$ cat src/rtl/stim_pkg.sv
// Shared enums for the AXI-Stream stimulus generator.
package stim_pkg;

  typedef enum logic [1:0] {
    IMPULSE = 2'd0,
    STEP    = 2'd1,
    RAMP    = 2'd2,
    CONST   = 2'd3
  } mode_e;

  typedef enum logic [1:0] {
    IDLE = 2'd0,
    RUN  = 2'd1,
    DONE = 2'd2
  } state_e;

endpackage

$ cat src/rtl/axis_stim_gen_if.sv
// Minimal AXI-Stream bundle: payload plus valid/ready handshake.
interface axis #(
  parameter int DW = 32
) ();
  logic [DW-1:0] tdata;
  logic          tvalid;
  logic          tready;

  modport MST (output tdata, output tvalid, input  tready);
  modport SLV (input  tdata, input  tvalid, output tready);
endinterface

$ cat src/rtl/axis_frame_counter.sv
// Sample (s) and frame (f) counters; flags the last sample of a frame and
// the last sample of the last frame of a finite burst.
module axis_frame_counter #(
  parameter  int MAX_CNT   = 64,
  parameter  int FRAME_WID = 16,
  localparam int SW        = $clog2(MAX_CNT)
) (
  input  logic                 clk,
  input  logic                 rst_n,
  input  logic                 clr,
  input  logic                 adv,
  input  logic [FRAME_WID-1:0] num_frames,
  output logic [SW-1:0]        s,
  output logic [FRAME_WID-1:0] f,
  output logic                 last,
  output logic                 final_beat
);

  localparam logic [SW-1:0]        S_ONE  = SW'(1);
  localparam logic [SW-1:0]        S_LAST = SW'(MAX_CNT - 1);
  localparam logic [FRAME_WID-1:0] F_ONE  = FRAME_WID'(1);

  assign last       = (s == S_LAST);
  // num_frames == 0 means continuous, so there is never a final beat
  assign final_beat = last && (num_frames != '0) && (f == num_frames - F_ONE);

  // Counters move only on a handshake; f wraps naturally in continuous mode
  always_ff @(posedge clk or negedge rst_n) begin
    if (!rst_n) begin
      s <= '0;
      f <= '0;
    end else if (clr) begin
      s <= '0;
      f <= '0;
    end else if (adv) begin
      if (last) begin
        s <= '0;
        f <= f + F_ONE;
      end else begin
        s <= s + S_ONE;
      end
    end
  end

endmodule

$ cat src/rtl/axis_stim_gen.sv
// Frame-aligned test-pattern source (impulse/step/ramp/const) on AXI-Stream.
// Payload is purely a function of latched config and the s/f counters, so it
// holds still for free while the sink stalls.
module axis_stim_gen
  import stim_pkg::*;
#(
  parameter  int WIDTH     = 16,
  parameter  int MAX_CNT   = 64,
  parameter  int FRAME_WID = 16,
  localparam int SW        = $clog2(MAX_CNT),
  localparam int PW        = SW + 1
) (
  input  logic                 clk,
  input  logic                 rst_n,
  input  logic                 en,
  input  logic [1:0]           mode,
  input  logic [WIDTH-1:0]     pulse_val,
  input  logic [PW-1:0]        impulse_phase,
  input  logic [FRAME_WID-1:0] num_frames,
  axis.MST                     m_axis,
  output logic                 m_axis_tlast,
  output logic [FRAME_WID-1:0] m_axis_tuser,
  output logic                 busy,
  output logic                 done
);

  state_e               state_q, state_d;
  mode_e                mode_q;
  logic [WIDTH-1:0]     pv_q;
  logic [PW-1:0]        phase_q;
  logic [FRAME_WID-1:0] nf_q;

  logic                 run, start, hs;
  logic [SW-1:0]        s;
  logic [FRAME_WID-1:0] f;
  logic                 last, final_beat;
  logic [WIDTH-1:0]     re, im;

  assign run   = (state_q == RUN);
  assign start = (state_q == IDLE) && en;
  assign hs    = run && m_axis.tready;

  axis_frame_counter #(
    .MAX_CNT   (MAX_CNT),
    .FRAME_WID (FRAME_WID)
  ) u_cnt (
    .clk        (clk),
    .rst_n      (rst_n),
    .clr        (start),
    .adv        (hs),
    .num_frames (nf_q),
    .s          (s),
    .f          (f),
    .last       (last),
    .final_beat (final_beat)
  );

  // State register
  always_ff @(posedge clk or negedge rst_n) begin
    if (!rst_n) state_q <= IDLE;
    else        state_q <= state_d;
  end

  // Burst config is captured once at start; later input changes wait for the next burst
  always_ff @(posedge clk or negedge rst_n) begin
    if (!rst_n) begin
      mode_q  <= IMPULSE;
      pv_q    <= '0;
      phase_q <= '0;
      nf_q    <= '0;
    end else if (start) begin
      mode_q  <= mode_e'(mode);
      pv_q    <= pulse_val;
      phase_q <= impulse_phase;
      nf_q    <= num_frames;
    end
  end

  // Next state: leave RUN only on a tlast handshake so frames are never cut short
  always_comb begin
    state_d = state_q;
    case (state_q)
      IDLE: if (en) state_d = RUN;
      RUN: begin
        if (hs && last) begin
          if (final_beat) state_d = DONE;
          else if (!en)   state_d = IDLE;
        end
      end
      DONE:    if (!en) state_d = IDLE;
      default: state_d = IDLE;
    endcase
  end

  // Pattern generation; phase >= MAX_CNT never matches s, giving an all-zero stream
  always_comb begin
    re = '0;
    im = '0;
    if (run) begin
      case (mode_q)
        IMPULSE: if ({1'b0, s} == phase_q) re = pv_q;
        STEP:    if ({1'b0, s} >= phase_q) re = pv_q;
        RAMP: begin
          re = WIDTH'(s);
          im = WIDTH'(f);
        end
        CONST: begin
          re = pv_q;
          im = pv_q;
        end
        default: ;
      endcase
    end
  end

  assign m_axis.tdata  = {im, re};
  assign m_axis.tvalid = run;
  assign m_axis_tlast  = run && last;
  assign m_axis_tuser  = run ? f : '0;
  assign busy          = run;
  assign done          = (state_q == DONE);

endmodule

$ cat src/flat_wrapper.sv
// flat-port wrapper written by rule: the top's interface ports become plain ports
module axis_stim_gen_flat import stim_pkg::*;
#(
  parameter  int WIDTH     = 16,
  parameter  int MAX_CNT   = 64,
  parameter  int FRAME_WID = 16,
  localparam int SW        = $clog2(MAX_CNT),
  localparam int PW        = SW + 1
)
  (clk, rst_n, en, mode, pulse_val, impulse_phase, num_frames, m_axis_tlast, m_axis_tuser, busy, done, m_axis_tdata, m_axis_tvalid, m_axis_tready);
  axis #(.DW(2*(16))) m_axis_i ();
  input  logic clk;
  input  logic rst_n;
  input  logic en;
  input  logic [1:0] mode;
  input  logic [WIDTH-1:0] pulse_val;
  input  logic [PW-1:0] impulse_phase;
  input  logic [FRAME_WID-1:0] num_frames;
  output logic m_axis_tlast;
  output logic [FRAME_WID-1:0] m_axis_tuser;
  output logic busy;
  output logic done;
  output wire logic [$bits(m_axis_i.tdata)-1:0] m_axis_tdata;
  output wire logic [$bits(m_axis_i.tvalid)-1:0] m_axis_tvalid;
  input wire logic [$bits(m_axis_i.tready)-1:0] m_axis_tready;
  assign m_axis_tdata = m_axis_i.tdata;
  assign m_axis_tvalid = m_axis_i.tvalid;
  assign m_axis_i.tready = m_axis_tready;
  axis_stim_gen #(.WIDTH(WIDTH), .MAX_CNT(MAX_CNT), .FRAME_WID(FRAME_WID)) u_core (.clk(clk), .rst_n(rst_n), .en(en), .mode(mode), .pulse_val(pulse_val), .impulse_phase(impulse_phase), .num_frames(num_frames), .m_axis(m_axis_i), .m_axis_tlast(m_axis_tlast), .m_axis_tuser(m_axis_tuser), .busy(busy), .done(done));
endmodule
$ cat config.mk
export PLATFORM = sky130hd
export DESIGN_NAME = axis_stim_gen_flat
export DESIGN_NICKNAME = d
export VERILOG_FILES = /design/src/rtl/stim_pkg.sv /design/src/rtl/axis_stim_gen_if.sv /design/src/rtl/axis_frame_counter.sv /design/src/rtl/axis_stim_gen.sv /design/src/flat_wrapper.sv
export SDC_FILE = /design/constraint.sdc
export NUM_CORES = 1
export LEC_CHECK = 0
export CAP_MARGIN = 20
export CORE_ASPECT_RATIO = 0.9
export CORE_MARGIN = 2
export CORE_UTILIZATION = 40
export DETAILED_ROUTE_END_ITERATION = 8
export PLACE_DENSITY_LB_ADDON = 0.2
export RECOVER_POWER = 50
export SETUP_SLACK_MARGIN = 0.02
export SYNTH_ARGS = -nofsm -noshare
export SYNTH_HDL_FRONTEND = slang
export SYNTH_HIERARCHICAL = 1
export SYNTH_SLANG_ARGS = --single-unit
$ cat constraint.sdc
create_clock -name clk -period 2.3 [get_ports clk]
set_input_delay 0.46 -clock clk [delete_from_list [all_inputs] [get_ports clk]]
set_output_delay 0.46 -clock clk [all_outputs]
set_load 0.02 [all_outputs]
; ---- Yosys cells after proc, flatten, opt, wreduce, memory -nomap -nowiden
; Index checks and enable logic that the tools add are counted.
[classes]
addsub = 3
order_cmp = 1
eq_ne = 10
mux = 18
n_reduce_logical = 13
[op_table]
columns = op, n
row1 = two-way mux 16 bit, 8
row2 = case mux 16 bit (4 select lines), 1
row3 = case mux 16 bit (2 select lines), 1
row4 = two-way mux 6 bit, 3
row5 = "adder 16 x 1 -> 16 bit, second input constant", 1
row6 = == test 16 bit, 1
row7 = nonzero test 16 bit, 1
row8 = "subtractor 16 x 1 -> 16 bit, second input constant", 1
row9 = two-way mux 2 bit, 4
row10 = == test 6 x 7 -> 1 bit, 1
row11 = >= comparator 6 x 7 -> 1 bit, 1
row12 = "adder 6 x 1 -> 6 bit, second input constant", 1
row13 = "== test 2 bit, second input constant", 3
row14 = "== test 6 bit, second input constant", 1
row15 = logical AND 1 bit, 6
row16 = case mux 2 bit (3 select lines), 1
row17 = "== test 2 x 1 -> 1 bit, second input constant", 2
row18 = logical NOT 2 bit, 2
row19 = "!= test 2 bit, second input constant", 2
row20 = AND reduction 2 bit, 2
row21 = nonzero test 2 bit, 2
[word_totals]
ff_bits = 65
in_bits = 45
output_inout_bits = 52
elab_cells = 52

; ---- Logic depth before layout (Yosys ltp)
[depth]
depth_word = 6
depth_mapped = 11
ltp_nobuf = 11

; ---- Modules after synthesis
; Netlist, hierarchy kept.
[by_module_without_submodules]
columns = module, n_inst, cells_per_inst, area_per_inst_um2, seq_area_each_um2
row1 = axis_stim_gen, 1, 230, 2471.1, 1076.0
row2 = axis_frame_counter, 1, 195, 1684.1, 550.5

; ---- Worst setup path after synthesis
; OpenSTA, ideal clock, no wires.
[synth_path]
path_type = register to register
start = register u_core.nf_q[0]
end = register u_core.state_q[0]
setup_ps = 121
t_arrival_ps = 2158
required_time_ps = 2179
path_slack_ps = 21
stages_incl_launch_ff = 12
path_buffers = 0
period_less_slack_ps = 2279
cell_sequence = dfrtp_1 inv_1 ha_1 nor3b_1 nand3_1 xnor2_1 nor4_1 o2111ai_1 a211oi_2 nand2_1 a22oi_1 nor2_1
[synth_via]
elab_chain_cells = 6
elab_cells_between_ends = 8
classes_between = 1 x add/sub / 1 x eq/ne / 3 x mux / 3 x reduce/logical
[synth_lines]
columns = element, line
row1 = start: declaration, axis_stim_gen.sv:31  ; logic [FRAME_WID-1:0] nf_q;
row2 = start signal: assignment, axis_stim_gen.sv:75  ; nf_q <= num_frames;
row3 = subtractor 16 x 1 -> 16 bit or nonzero test 16 bit (tied branches), axis_frame_counter.sv:25  ; assign final_beat = last && (num_frames != '0) && (f == num_frames - F_ONE);
row4 = == test 16 bit or logical AND 1 bit (tied branches), axis_frame_counter.sv:25
row5 = logical AND 1 bit (*), axis_frame_counter.sv:25
row6 = net u_core.final_beat, axis_stim_gen.sv:36  ; logic last, final_beat;
row7 = two-way mux 2 bit (*), axis_stim_gen.sv:86  ; if (final_beat) state_d = DONE;
row8 = two-way mux 2 bit (*), axis_stim_gen.sv:85  ; if (hs && last) begin
row9 = case mux 2 bit (3 select lines) (*), axis_stim_gen.sv:82  ; case (state_q)
row10 = end signal: assignment, axis_stim_gen.sv:61  ; else state_q <= state_d;
row11 = end: declaration, axis_stim_gen.sv:27  ; state_e state_q, state_d;
; The timed path passes the listed nets; every way through them passes the cells marked *. The select of a mux whose other input is x is not followed.
; A chain may end at the register's enable or synchronous reset.

; ---- Worst setup path in the final report
[layout_path]
start = register u_core.u_cnt.s[4]
end = output port m_axis_tdata[9]
[layout_via]
elab_chain_cells = 4
elab_cells_between_ends = 6
classes_between = 1 x order compare / 1 x eq/ne / 4 x mux
[layout_lines]
columns = element, line
row1 = start: declaration, axis_frame_counter.sv:13  ; output logic [SW-1:0] s,
row2 = start signal: assignment, axis_frame_counter.sv:40  ; s <= s + S_ONE;
row3 = >= comparator 6 x 7 -> 1 bit or == test 6 x 7 -> 1 bit (tied branches), "axis_stim_gen.sv:102, axis_stim_gen.sv:101"
row4 = "two-way mux 16 bit, on equally long branches", "axis_stim_gen.sv:102, axis_stim_gen.sv:101"
row5 = case mux 16 bit (4 select lines) (*), axis_stim_gen.sv:100  ; case (mode_q)
row6 = two-way mux 16 bit (*), axis_stim_gen.sv:99  ; if (run) begin
row7 = end: declaration, flat_wrapper.sv:23  ; output wire logic [$bits(m_axis_i.tdata)-1:0] m_axis_tdata;
; Every way passes the cells marked *; elsewhere a longest branch is shown, timed or not.

==> flow_metrics.tcl <==
set metrics [dict create \
    rsz0062_at_grt "yes" \
    grt_pass1_vias 3710 \
    min_period_ns 2.492 \
    drt-initial-drc-count 140 \
    cts_buffers 9 \
    cts_hold_buffers 0 \
    critPathLaunch "u_core/u_cnt/s[4]$_DFFE_PN0P_" \
    drive_gt1_frac 0.3362 \
    reg2reg_depth 11 \
    drc 0 \
    placed_cell_area_sq_um 5630 \
    cts.clk_slew.worst_paths_ns 0.06 \
    placed_cells_incl_taps 688 \
    wl_um 11520 \
    path_class "flip-flop to output port" \
    synth_nets 480 \
    yosysUniqueCellTypes 54 \
    fill_cells 894 \
    antenna_found_initial 0 \
    crit_top_cell "buf_6" \
    rrSetupSlack_ns -0.13 \
    areaGrowthSynthToFinish_pct 51.01 \
    synth_top_area_frac 0.3914 \
    fmax_mhz 401.2 \
    powerDensity_nw_per_um2 703.4 \
    routed.top_layer "met4" \
    seq_area_frac_synth 0.3914 \
    stdcell_count 712 \
    crit_slowest_cell "dfrtp_1" \
    fin_crit_sh 1.084 \
    grt_overflow 0 \
    drt-pass1-iter-count 4 \
    relSlewSlack 0.02563 \
    timing.final.ws_setup_ns -0.1925 \
    ys_ff_latch 65 \
    cp_data_arrival_time_ns 2.03 \
    ys_warn_count 6 \
    n_antenna_cell 0 \
    slew_viol_final 0 \
    path_max_fanout 5 \
    finalHoldWorstSlack_ns 0.4620 \
    cts.sinks 65 \
    tightest_slew_ns 1.462 \
    grt_max_degree 40 \
    ctsHtreeMaxLevel 3 \
    synth.area.top_cells "dfrtp_1 39%, mux2_2 9.2%, nor2_1 5.1%, mux2i_1 4.8%, xor2_1 4.2%" \
    io_buffer_count 96 \
    postLayoutCellArea_sq_um 6275 \
    min_path_type "primary input to asynchronous set/reset pin" \
    netlist_area_sq_um 4155 \
    routedWlPerCell_um 16.17 \
    power_mw 4.414 \
    finalHoldViolations 0 \
    dieWidth_um 111.4 \
    grt_pass1_wl_um 18760 \
    ir_worst_vdd_mv 0.5463 \
    ant_nets 0 \
    pin_count 97 \
    worstReg2RegEnd "u_core/state_q[0]$_DFFE_PN0P_" \
    gp_congestion 0.8394 \
    clk_latency_ns 0.33 \
    p_leak_nw 2.987 \
    rr_startpoint "u_core/nf_q[1]$_DFFE_PN0P_" \
    maxCapViolations 0 \
    core_area_sq_um 10160 \
    cts_tree "done" \
    start_util 0.4090 \
    critPathCapture "m_axis_tdata[9]" \
    worstPathRequired_ns 1.84 \
    cpPeakStageDelay_ns 0.41 \
    nets 633 \
    final_common_cell "dfrtp_1" \
    die_h_um 100.7 \
    layout_common_cells "65 x dfrtp_1, 53 x buf_4, 48 x nor2_1" \
    cp_cell_sequence "ha_4, buf_6, nand4b_4, o31ai_4, buf_6, nand3_2, nor2_2, buf_6" \
    clockRootBuffer "clkbuf_16" \
    end_kind "output port" \
    violations "setup timing" \
    dieArea_sq_um 11220 \
    synth_area_per_cell_sq_um 9.777 \
    track_usage 0.2080 \
    met1_length_um 5221 \
    skew_ns 0.007206 \
    synth_top_flop_cell "dfrtp_1" \
    wl_met3_um 680 \
    via_per_inst 5.233 \
    cp-start-kind "flip-flop" \
    yosysTopAreaCell "dfrtp_1" \
    synth-async-reset-ratio 1.000 \
    wl_met2_um 5525 \
    synth_edf_count 0 \
    synthCells 425 \
    std_cell_rows 35 \
    status "finished, violations left" \
    dpl.hpwl_um 8238 \
    clk_path_buf_depth 2 \
    finalSetupViolations 18 \
    vias 3726 \
]
==> power breakdown <==
| part | total [mW] | switching (mW) | internal (mW) |
|---|---|---|---|
| registers | 1.42 | 0.139 | 1.28 |
| clock network | 1.43 | 0.529 | 0.904 |
| logic | 1.56 | 0.754 | 0.806 |
| total | 4.41 | 1.42 | 2.99 |
==> per-stage QoR <==
step	worst slack [ns]	setup TNS, ns	util
3_5_place_dp	-0.4730	-7.305	0.5542
4_1_cts	-0.2271	-4.229	0.5970
5_1_grt	-0.2857	-6.074	0.6176
2_1_floorplan	0.02145	0	-
6_report	-0.1925	-2.619	0.6176
3_3_place_gp	-0.4040	-6.628	0.5542
==> cell families (layout without fill, tap and decap cells) <==
family	after synthesis	count (layout)	synth area share
and+or+nand+nor	181	181	0.2379
adders and majority gates	10	10	0.03011
buffers and inverters	32	190	0.03764
DFF	65	65	0.3914
muxes	60	60	0.1566
AOI/OAI and AO/OA	42	42	0.07257
xor gates and xnor gates	35	35	0.07377
==> synth_stat cells, drive strengths merged (4+ instances only) <==
cell type / instances
or3: 4
mux2i: 20
xor2: 20
o21ai: 15
nor3: 7
nor2b: 6
xnor2: 15
nand4: 8
a21oi: 11
ha: 10
and3: 4
buf: 16
nand2: 21
mux2: 40
nand3: 27
and2: 18
nor2: 66
dfrtp: 65
inv: 12
clkbuf: 4
nor4: 6
==> worst max-delay path, delay by kind of cell (launching register included) <==
| kind | cells | cell delay [ns] |
|---|---|---|
| adders and majority gates | 1 | 0.29 |
| DFF | 1 | 0.41 |
| buffers and inverters | 3 | 0.40 |
| AOI/OAI and AO/OA | 1 | 0.26 |
| and+or+nand+nor | 3 | 0.35 |
==> registers in the layout, summed over array words and instances, names as in the netlist <==
name,flops
u_core/phase_q,7
u_core/u_cnt/s,6
u_core/pv_q,16
u_core/u_cnt/f,16
u_core/mode_q,2
u_core/nf_q,16
u_core/state_q,2
==> layout make-up <==
cell class / count / area [sq um] / share of cell area
Multi-Input combinational cell: 328 / 2601 / 0.4146
Clock inverter: 5 / 62.56 / 0.009970
Timing Repair Buffer: 162 / 1525 / 0.2431
Sequential cell: 65 / 1627 / 0.2592
Inverter: 12 / 45.04 / 0.007178
Tap cell: 129 / 161.4 / 0.02572
Clock buffer: 11 / 252.7 / 0.04028
==> timing repair <==
item | 4_1_cts | 5_1_grt
gates resized for setup | 135 | 52
cloned | 1 | 1
endpoints found under the setup margin | 51 | 31
buffers inserted | 4 | 2
pin swaps | 5 | 15
==> worst min path at each step <==
stage,start,end,slack (ns)
finish,rst_n,u_core/phase_q[5]$_DFFE_PN0P_,0.46
global placement,u_core/phase_q[0]$_DFFE_PN0P_,u_core/phase_q[0]$_DFFE_PN0P_,0.50
global route,u_core/pv_q[2]$_DFFE_PN0P_,u_core/pv_q[2]$_DFFE_PN0P_,0.58
CTS,rst_n,u_core/phase_q[5]$_DFFE_PN0P_,0.17
detailed placement,u_core/phase_q[0]$_DFFE_PN0P_,u_core/phase_q[0]$_DFFE_PN0P_,0.51
floorplan,rst_n,u_core/mode_q[0]$_DFFE_PN0P_,0.16
==> per-layer routing <==
| layer | vias up | track usage |
|---|---|---|
| met2 | 117 | 0.3560 |
| met4 | 0 | 0.03989 |
| met3 | 9 | 0.05232 |
| li1 | 1790 | - |
| met5 | - | 0 |
| met1 | 1810 | 0.2717 |
Power figures use the tool's default switching activity.
==> patch, RTL diff (same flow settings) <==
Encoding of `state_e`: now one-hot (3 bits for 3 states).
--- a/src/rtl/stim_pkg.sv
+++ b/src/rtl/stim_pkg.sv
@@ -9,8 +9,8 @@
   } mode_e;
 
-  typedef enum logic [1:0] {
-    IDLE = 2'd0,
-    RUN  = 2'd1,
-    DONE = 2'd2
+  typedef enum logic [2:0] {
+    IDLE = 3'b001,
+    RUN  = 3'b010,
+    DONE = 3'b100
   } state_e;
 
Formal check against the unedited RTL: no difference found for any inputs over 4 cycles, from zero or initial values and one cycle with rst_n low; so few cycles prove little.
==> patch against the original RTL <==
- the run ends with max-capacitance violations, max-slew violations, negative setup slack left
- area after synthesis up 5.5%
- wire length increased by 8.2%
- sequential share of layout area fell by 0.83 points
- setup slack worse by 0.069 ns
- sequential cell count rose by 1
- first-iteration DRC count up 2.1%
- final cell count increased by 4.1%
- critical path depth is 3 higher
- cell area rose by 5.0%
- clock skew up 0.0017 ns
- global-route usage rose by 0.48 points
Power is not compared: it rests on default switching activity, and its combinational part moved more than twofold at a synthesized area within 25%.
==> patch: results (changes against the original RTL) <==
number of global-route vias before repair: 3907 (+5.3%)
worst-case setup margin in the final layout: -0.261 ns (-0.0689 ns)
maximum number of pins on one net before global-route repair: 67 (+68%)
number of antenna violations at the first check in global routing: 0 (unchanged)
signal arrival time at the worst endpoint: 2.82 ns (+0.79 ns)
cell at the slowest stage of the critical path: sky130_fd_sc_hd__or4_4
kind of end point of the critical path: flip-flop
Synth Area in Compound Gates: 7.10% (-0.15 points)
# setup viols final: 19 (+1)
post-placement worst setup slack: -0.381 ns (+0.0915 ns)
post-cts sizing count: 144 (+6.7%)
detailed route wirelength on metal3: 595 um (-13%)
Cell Count Post-Placement: 713 (+3.6%)
outcome: complete, but fails checks
nets in the synthesized netlist: 491 (+2.3%)
number of filler instances in the final layout: 904 (+1.1%)
Slowest Stage Delay on Critical Path: 0.52 ns (+0.11 ns)
fraction of final layout cells with drive strength greater than 1: 41.6% (+8.0 points)
Placer Congestion: 0.886 (+5.5%)
combined global-route utilization of all metal layers: 21.3% (+0.48 points)
Setup TNS: -3.93 ns (-1.31 ns)
largest fanout on the critical path: 6 (+1)
Layout Skew: 0.00887 ns (+0.00166 ns)
Worst Hold Path Cells: 1
max-slew headroom at the worst pin: -13.2% (-16 points)
Yosys cell types: 58 (+7.4%)
total of max-cap violations: 1 (+1)
hpwl dp: 8520 um (+3.5%)
mux share of post-synthesis cell area: 17.7% (+2.1 points)
post-placement cell area: 5940 sq um (+5.5%)
worst setup path end: u_core/state_q[1]
post-synthesis share of cell area spent on xor and xnor gates: 6.99% (-0.39 points)
r2r startpoint: u_core/nf_q[0]
worst hold path type: reg -> reg
post-synthesis share of cell area spent on full adders, half adders and majority gates: 2.85% (-0.16 points)
global route overflow: 0 (unchanged)
CP top delay family: simple AND/OR/NAND/NOR gates
H-tree Lvls: 3 (unchanged)
Total Nets Final: 658 (+3.9%)
Synth Instances: 436 (+2.6%)
part of the Yosys area used for sequential elements: 37.7% (-1.5 points)
Total Wirelength: 12500 um (+8.2%)
global-route wire length before repair: 19400 um (+3.6%)
number of pins exceeding their max-slew limit in the final report: 67 (+67)
via count: 3863 (+3.7%)
failing checks: max-capacitance violations, max-slew violations, negative setup slack
Non-Filler Instances: 741 (+4.1%)
metal1 wirelength: 5530 um (+5.8%)
number of post-CTS setup repair buffers: 7 (+3)
==> patch: changes by cell type after synthesis, moves of 2 or more <==
cell | before | now
sky130_fd_sc_hd__nor2_1 | 56 | 66
sky130_fd_sc_hd__mux2_2 | 34 | 5
sky130_fd_sc_hd__buf_6 | 1 | 7
sky130_fd_sc_hd__mux2_1 | 6 | 1
sky130_fd_sc_hd__buf_4 | 4 | 6
sky130_fd_sc_hd__buf_2 | 11 | 4
sky130_fd_sc_hd__nor2b_2 | 0 | 2
sky130_fd_sc_hd__nor2_2 | 10 | 0
sky130_fd_sc_hd__mux2_4 | 0 | 34
sky130_fd_sc_hd__a21oi_1 | 10 | 14
==> patch: worst min path at each step <==
stage,from,end,slack (ns)
after CTS,rst_n,u_core/pv_q[11],0.16
final,u_core/pv_q[8],u_core/pv_q[8],0.52
after global routing,u_core/pv_q[10],u_core/pv_q[10],0.54
after floorplan,rst_n,u_core/mode_q[0],0.16
after detailed placement,rst_n,u_core/pv_q[11],0.51
after global placement,rst_n,u_core/pv_q[11],0.51
==> patch: cell families after synthesis <==
group                    Yosys count
AO/OA/AOI/OAI                     45
XOR/XNOR                          35
adder cells (fa/ha/maj)           10
buffers and inverters             34
flip-flops                        66
multiplexers                      60
AND/OR/NAND/NOR                  186
==> patch: routing by layer <==
metal	vias up	track usage (%)
met4	0	8.44
li1	1851	-
met2	96	35.8
met5	-	0
met3	19	2.97
met1	1897	28.1
==> patch: area by class of cell <==
| type | count | area (sq um) | share of cell area, % |
|---|---|---|---|
| inverters | 13 | 48.8 | 0.740 |
| clock buffers | 10 | 229 | 3.47 |
| repair buffers | 177 | 1530 | 23.2 |
| well taps | 133 | 166 | 2.52 |
| multi-input cells | 336 | 2920 | 44.3 |
| clock inverters | 6 | 43.8 | 0.664 |
| flip-flops and latches | 66 | 1650 | 25.1 |
